File: src/rtl/reorder_buffer.sv
// In-order retirement queue: allocates ROB tags, collects ALU/LSB writebacks, commits one entry per
// cycle in program order and raises a registered flush on branch mispredict or jalr.
module reorder_buffer #(
  parameter int unsigned ROB_SZ     = 16,
  parameter int unsigned ROB_SZ_LOG = 4,
  parameter int unsigned REG_W      = 5
) (
  input  logic                    clk,
  input  logic                    rst,
  input  logic                    rdy,
  input  logic                    issue_valid,
  input  logic [1:0]              issue_type,
  input  logic [REG_W-1:0]        issue_rd,
  input  logic [31:0]             issue_pc,
  input  logic                    issue_pred,
  output logic [ROB_SZ_LOG:0]     issue_tag,
  output logic                    rob_full,
  input  logic [ROB_SZ_LOG:0]     q_tag_j,
  input  logic [ROB_SZ_LOG:0]     q_tag_k,
  output logic                    q_rdy_j,
  output logic                    q_rdy_k,
  output logic [31:0]             q_val_j,
  output logic [31:0]             q_val_k,
  input  logic                    alu_valid,
  input  logic [ROB_SZ_LOG:0]     alu_tag,
  input  logic [31:0]             alu_res,
  input  logic                    alu_taken,
  input  logic [31:0]             alu_target,
  input  logic                    lad_valid,
  input  logic [ROB_SZ_LOG:0]     lad_tag,
  input  logic [31:0]             lad_res,
  output logic                    commit_valid,
  output logic [REG_W-1:0]        commit_rd,
  output logic [31:0]             commit_res,
  output logic [ROB_SZ_LOG:0]     commit_tag,
  output logic                    commit_store,
  output logic                    flush,
  output logic [31:0]             flush_pc
);

  localparam int unsigned TAG_W = ROB_SZ_LOG + 1;
  localparam logic [1:0] T_REG  = 2'd0;
  localparam logic [1:0] T_BR   = 2'd1;
  localparam logic [1:0] T_ST   = 2'd2;
  localparam logic [1:0] T_JALR = 2'd3;

  typedef struct packed {
    logic [1:0]       typ;
    logic [REG_W-1:0] rd;
    logic [31:0]      pc;
    logic             pred;
    logic [31:0]      val;
    logic             taken;
    logic [31:0]      target;
  } entry_t;

  entry_t              rob [ROB_SZ];
  logic [ROB_SZ-1:0]   busy;
  logic [ROB_SZ-1:0]   ready;
  logic [TAG_W-1:0]    head;
  logic [TAG_W-1:0]    tail;
  logic [TAG_W-1:0]    count;

  logic [ROB_SZ_LOG-1:0] head_idx;
  logic [ROB_SZ_LOG-1:0] tail_idx;
  logic [ROB_SZ_LOG-1:0] alu_idx;
  logic [ROB_SZ_LOG-1:0] lad_idx;
  entry_t                head_e;
  logic                  wb_en;
  logic                  alu_hit;
  logic                  lad_hit;
  logic                  commit_go;
  logic                  mispred;
  logic                  flush_go;
  logic                  issue_acc;

  // Tags are 1-based; tag 0 and tags beyond ROB_SZ never name an entry.
  function automatic logic tag_ok(input logic [TAG_W-1:0] t);
    return (t != '0) && (t <= TAG_W'(ROB_SZ));
  endfunction

  function automatic logic [ROB_SZ_LOG-1:0] idx(input logic [TAG_W-1:0] t);
    return ROB_SZ_LOG'(t - TAG_W'(1));
  endfunction

  function automatic logic [TAG_W-1:0] incr(input logic [TAG_W-1:0] p);
    return (p == TAG_W'(ROB_SZ)) ? TAG_W'(1) : p + TAG_W'(1);
  endfunction

  assign issue_tag = tail;
  assign rob_full  = (count == TAG_W'(ROB_SZ));

  // Edge decisions, all from pre-edge state.
  always_comb begin
    head_idx  = idx(head);
    tail_idx  = idx(tail);
    alu_idx   = idx(alu_tag);
    lad_idx   = idx(lad_tag);
    head_e    = rob[head_idx];
    wb_en     = rdy && !flush;
    alu_hit   = wb_en && alu_valid && tag_ok(alu_tag) && busy[alu_idx];
    lad_hit   = wb_en && lad_valid && tag_ok(lad_tag) && busy[lad_idx];
    commit_go = rdy && busy[head_idx] && ready[head_idx];
    mispred   = (head_e.typ == T_BR) && (head_e.taken != head_e.pred);
    flush_go  = commit_go && (mispred || (head_e.typ == T_JALR));
    issue_acc = rdy && issue_valid && !rob_full && !flush && !flush_go;
  end

  // Pointer, occupancy and per-entry status bits.
  always_ff @(posedge clk or posedge rst) begin
    if (rst) begin
      head  <= TAG_W'(1);
      tail  <= TAG_W'(1);
      count <= '0;
      busy  <= '0;
      ready <= '0;
    end else if (flush_go) begin
      head  <= TAG_W'(1);
      tail  <= TAG_W'(1);
      count <= '0;
      busy  <= '0;
      ready <= '0;
    end else begin
      if (lad_hit) ready[lad_idx] <= 1'b1;
      if (alu_hit) ready[alu_idx] <= 1'b1;
      if (issue_acc) begin
        busy[tail_idx]  <= 1'b1;
        ready[tail_idx] <= 1'b0;
        tail            <= incr(tail);
      end
      if (commit_go) begin
        busy[head_idx]  <= 1'b0;
        ready[head_idx] <= 1'b0;
        head            <= incr(head);
      end
      count <= count + TAG_W'(issue_acc) - TAG_W'(commit_go);
    end
  end

  // Payload storage; meaningful only while the matching busy bit is set. ALU written last so it wins.
  always_ff @(posedge clk) begin
    if (issue_acc) begin
      rob[tail_idx].typ  <= issue_type;
      rob[tail_idx].rd   <= issue_rd;
      rob[tail_idx].pc   <= issue_pc;
      rob[tail_idx].pred <= issue_pred;
    end
    if (lad_hit) rob[lad_idx].val <= lad_res;
    if (alu_hit) begin
      rob[alu_idx].val    <= alu_res;
      rob[alu_idx].taken  <= alu_taken;
      rob[alu_idx].target <= alu_target;
    end
  end

  // Registered retirement and redirect outputs.
  always_ff @(posedge clk or posedge rst) begin
    if (rst) begin
      commit_valid <= 1'b0;
      commit_rd    <= '0;
      commit_res   <= '0;
      commit_tag   <= '0;
      commit_store <= 1'b0;
      flush        <= 1'b0;
      flush_pc     <= '0;
    end else begin
      commit_valid <= 1'b0;
      commit_store <= 1'b0;
      flush        <= 1'b0;
      if (commit_go) begin
        commit_tag   <= head;
        commit_rd    <= head_e.rd;
        commit_res   <= head_e.val;
        commit_valid <= ((head_e.typ == T_REG) || (head_e.typ == T_JALR)) && (head_e.rd != '0);
        commit_store <= (head_e.typ == T_ST);
        if (flush_go) begin
          flush    <= 1'b1;
          flush_pc <= ((head_e.typ == T_JALR) || head_e.taken) ? head_e.target : head_e.pc + 32'd4;
        end
      end
    end
  end

  // Operand lookup: stored ready value first, then same-cycle writeback bypass.
  function automatic logic [32:0] lookup(input logic [TAG_W-1:0] t);
    logic [ROB_SZ_LOG-1:0] i;
    i = idx(t);
    if (t == '0) return {1'b1, 32'd0};
    if (tag_ok(t) && busy[i] && ready[i]) return {1'b1, rob[i].val};
    if (!flush && alu_valid && (alu_tag == t)) return {1'b1, alu_res};
    if (!flush && lad_valid && (lad_tag == t)) return {1'b1, lad_res};
    return {1'b0, 32'd0};
  endfunction

  always_comb begin
    {q_rdy_j, q_val_j} = lookup(q_tag_j);
    {q_rdy_k, q_val_k} = lookup(q_tag_k);
  end

endmodule

File: config.mk
export PLATFORM = sky130hd
export DESIGN_NAME = reorder_buffer
export DESIGN_NICKNAME = d
export VERILOG_FILES = /design/src/rtl/reorder_buffer.sv
export SDC_FILE = /design/constraint.sdc
export NUM_CORES = 2
export LEC_CHECK = 0
export CORE_MARGIN = 1
export CORE_UTILIZATION = 35
export DETAILED_ROUTE_END_ITERATION = 10
export PLACE_DENSITY = 0.6
export SLEW_MARGIN = 20
export SYNTH_ARGS = -nofsm -noshare
export SYNTH_HDL_FRONTEND = slang
export SYNTH_SLANG_ARGS = --single-unit
export TNS_END_PERCENT = 10
File: constraint.sdc
create_clock -name clk -period 10.9 [get_ports clk]
set_input_delay 1.635 -clock clk [delete_from_list [all_inputs] [get_ports clk]]
set_output_delay 1.635 -clock clk [all_outputs]
set_load 0.02 [all_outputs]
==> run summary <==
Status: complete, no violations
Worst Setup Start Kind: input pin
CP endpoint kind: output pin
R2R Path Start: head[0]$_DFFE_PP1P_
Sw Pwr: 9.22 mW
Global Route Usage Sum: 23.7%
M1 WL: 113 mm
Pwr Density: 252 nW/um2
Cells after Synth: 5838
Top-count cell post-synth: nand2_1
Hold Fails Final Rpt: 0
Clock network fraction of total power: 26.4%
Design area: 99900 um2
Area contributors post-synth: edfxtp_1 58%, mux4_2 21%, nand2_1 7.6%, dfrtp_1 3.5%, clkbuf_1 1.2%
Primary FF master, synth: edfxtp_1
First-pass GRT wire length: 419 mm
Post-CTS sizing: 0
CP arrival: 6.22 ns
Worst-Margin Slew: 1.23 ns
RSZ-0062 raised after global routing: no
Buffers on Ports: 311
Max_cap viols: 0
Sequential share of power: 32.9%
WL met3: 35.9 mm
H-tree depth: 4
Final min period: 7.86 ns
First-pass DRT Iterations: 7
Initial antenna violation count: 27
Setup TNS: 0 ns
Largest net degree at the start of global routing: 132
Max-slew headroom: 17.9%
CTS hold repair buffers: 0
Final Core Density: 40.5%
DR vias: 56200
Rows: 182
Clk_skew: 0.0605 ns
Cell Area, Synth: 87100 um2
Share of cells above drive strength 1: 22.6%
Period utilization: 72.1%
Num CTS Buffers: 180
Maximum root-to-sink buffer count: 3
GP Congestion: 0.848
Grt ovf: 0
Fmax: 127 MHz
I/O pin count: 312
Core Region: 247000 um2
Critical Path Start: q_tag_k[2]
Combinational power share: 40.6%
Syn Nets: 6038
Syn-to-layout area delta: 14.7%
WP data required: 9.27 ns
Sequential area share after synthesis: 61.5%
Clk slew on worst S/H paths: 0.06 ns
Worst hold path class: reg2reg
Drt drc: 0
Root Driver: clkbuf_16
Ys async rst share: 6.87%
Number of flops mapped to enable cells by yosys: 1680
YS warnings: 0
Chip width: 501 um
Uppermost routed layer: met5
Post-CTS Setup Bufs: 0
Initial Util: 35.3%
Max VDD drop: 0.346 mV
Area leader, netlist: edfxtp_1
Post-DP HPWL: 171 mm
Fillers: 22200
Drt total wl: 301 mm
Vias in the first global route: 55000
Worst-skew pair later-pin latency: 0.87 ns
TritonCTS clock tree: done
Tot Pwr: 25.2 mW
Slew Limit Fails: 0
Final setup fails: 0
Via density: 5.97
Commonest cells post-synth: 1770 x nand2_1, 1680 x edfxtp_1, 805 x mux4_2
Library cells used by synthesis: 81
Crit path kind: in2out
Worst hold start: commit_tag[4]$_DFFE_PP0N_
Die Height: 501 um
Die area: 251000 um2
Internal: 16.0 mW
Sw Share: 36.6%
Syn avg cell area: 14.9 um2
CP max FO: 65
DR WL/cell: 32.0 um
DP Area: 93500 um2
Fin nets: 6128
Final ANT Viol Nets: 0
Leak: 33.8 nW
DRT iter0 DRCs: 8723
Yosys reg bits: 1804
Metal2 WL: 137 mm
CTS sink cnt: 1804
Top cell type's share of synthesized area: 57.9%
[metrics by stage]
stage	setup slack, ns	instances	hold slack, ns
after floorplan	2.80	5838	0.495
after global placement	3.19	9055	0.461
after detailed placement	3.13	9058	0.468
after CTS	3.11	9397	0.486
after global routing	2.84	9400	0.513
final	3.04	9405	0.483
[flip-flops by register name (all words and copies together), names as in the netlist]
register      count
flush_pc         32
commit_store      1
commit_valid      1
commit_res       32
rob            1680
count             5
head              5
commit_rd         5
busy             16
commit_tag        5
issue_tag         5
ready            16
flush             1
[final timing paths]
kind / endpoint / slack [ns] / cells past startpoint
max: q_val_k[26] / 3.04 / 12
max reg2reg: rob[12][91]$_DFFE_PP_ / 3.15 / 14
min: commit_tag[4]$_DFFE_PP0N_ / 0.48 / 2
max in group asynchronous: commit_res[14]$_DFFE_PP0N_ / 8.36 / 3
min reg2reg: commit_tag[4]$_DFFE_PP0N_ / 0.48 / 2
min in group asynchronous: commit_tag[4]$_DFFE_PP0N_ / 1.15 / 2
[cell type report]
cell class              count  area, um2  share of cell area (%)
clock inverters           114       1490                    1.49
inverters                  62        278                   0.278
repair buffers            424       4070                    4.07
clock buffers             225       4840                    4.84
diodes                      8       20.0                  0.0200
flip-flops and latches   1804      53600                    53.6
well taps                3312       4140                    4.15
multi-input cells        3456      31500                    31.5
[layer usage]
metal	up-vias	track usage, %
li1	22500	-
met1	29000	31.6
met2	3927	36.4
met3	714	5.92
met4	10	10.8
met5	-	0
[power by group through the flow]
stage	logic (mW)	registers, mW	clock network [mW]
2_1_floorplan	6.53	8.45	0
3_3_place_gp	10.2	8.42	0
3_5_place_dp	10.2	8.43	0
4_1_cts	10.3	8.29	6.70
5_1_grt	10.7	8.33	6.97
6_report	10.2	8.29	6.66
[worst max-delay path: stages]
cell	delay (ns)
clkdlybuf4s50_1	0.56
nor3_1	0.32
xnor2_2	0.14
buf_4	0.81
o211ai_1	0.20
o211ai_1	0.15
o21ai_0	0.12
o211ai_1	0.21
buf_4	0.75
nor2_1	0.16
a211oi_1	0.38
clkdlybuf4s50_1	0.68
[kinds of logic after synthesis]
family                   share of synthesized area, %
AO/OA/AOI/OAI                                    2.78
XOR/XNOR                                        0.655
adder cells (fa/ha/maj)                         0.540
buffers and inverters                            2.80
flip-flops                                       61.5
multiplexers                                     21.8
AND/OR/NAND/NOR                                  9.88
[layout by cell type, fill, tap and decap left out, types with 20 or more instances in the layout]
cell | netlist | layout
nand2_1 | 1770 | 1738
edfxtp_1 | 1680 | 1680
inv_1 | 60 | 43
dfrtp_1 | 122 | 122
a31oi_1 | 23 | 23
clkdlybuf4s50_1 | 0 | 309
mux4_2 | 805 | 805
nor2_1 | 140 | 133
nand3_1 | 85 | 85
clkbuf_1 | 273 | 31
clkinv_2 | 0 | 40
xor2_1 | 29 | 29
clkbuf_16 | 0 | 182
a22oi_1 | 67 | 67
mux2i_1 | 40 | 40
a211oi_1 | 70 | 70
clkinv_1 | 1 | 25
ha_1 | 36 | 31
xnor2_1 | 33 | 28
buf_4 | 35 | 103
bufinv_16 | 0 | 26
nor3_1 | 29 | 23
a21oi_1 | 46 | 46
mux2_2 | 44 | 44
a311oi_1 | 26 | 24
nand2_4 | 2 | 20
o21ai_0 | 23 | 23
Note: power is estimated with default switching activity, not from simulation.
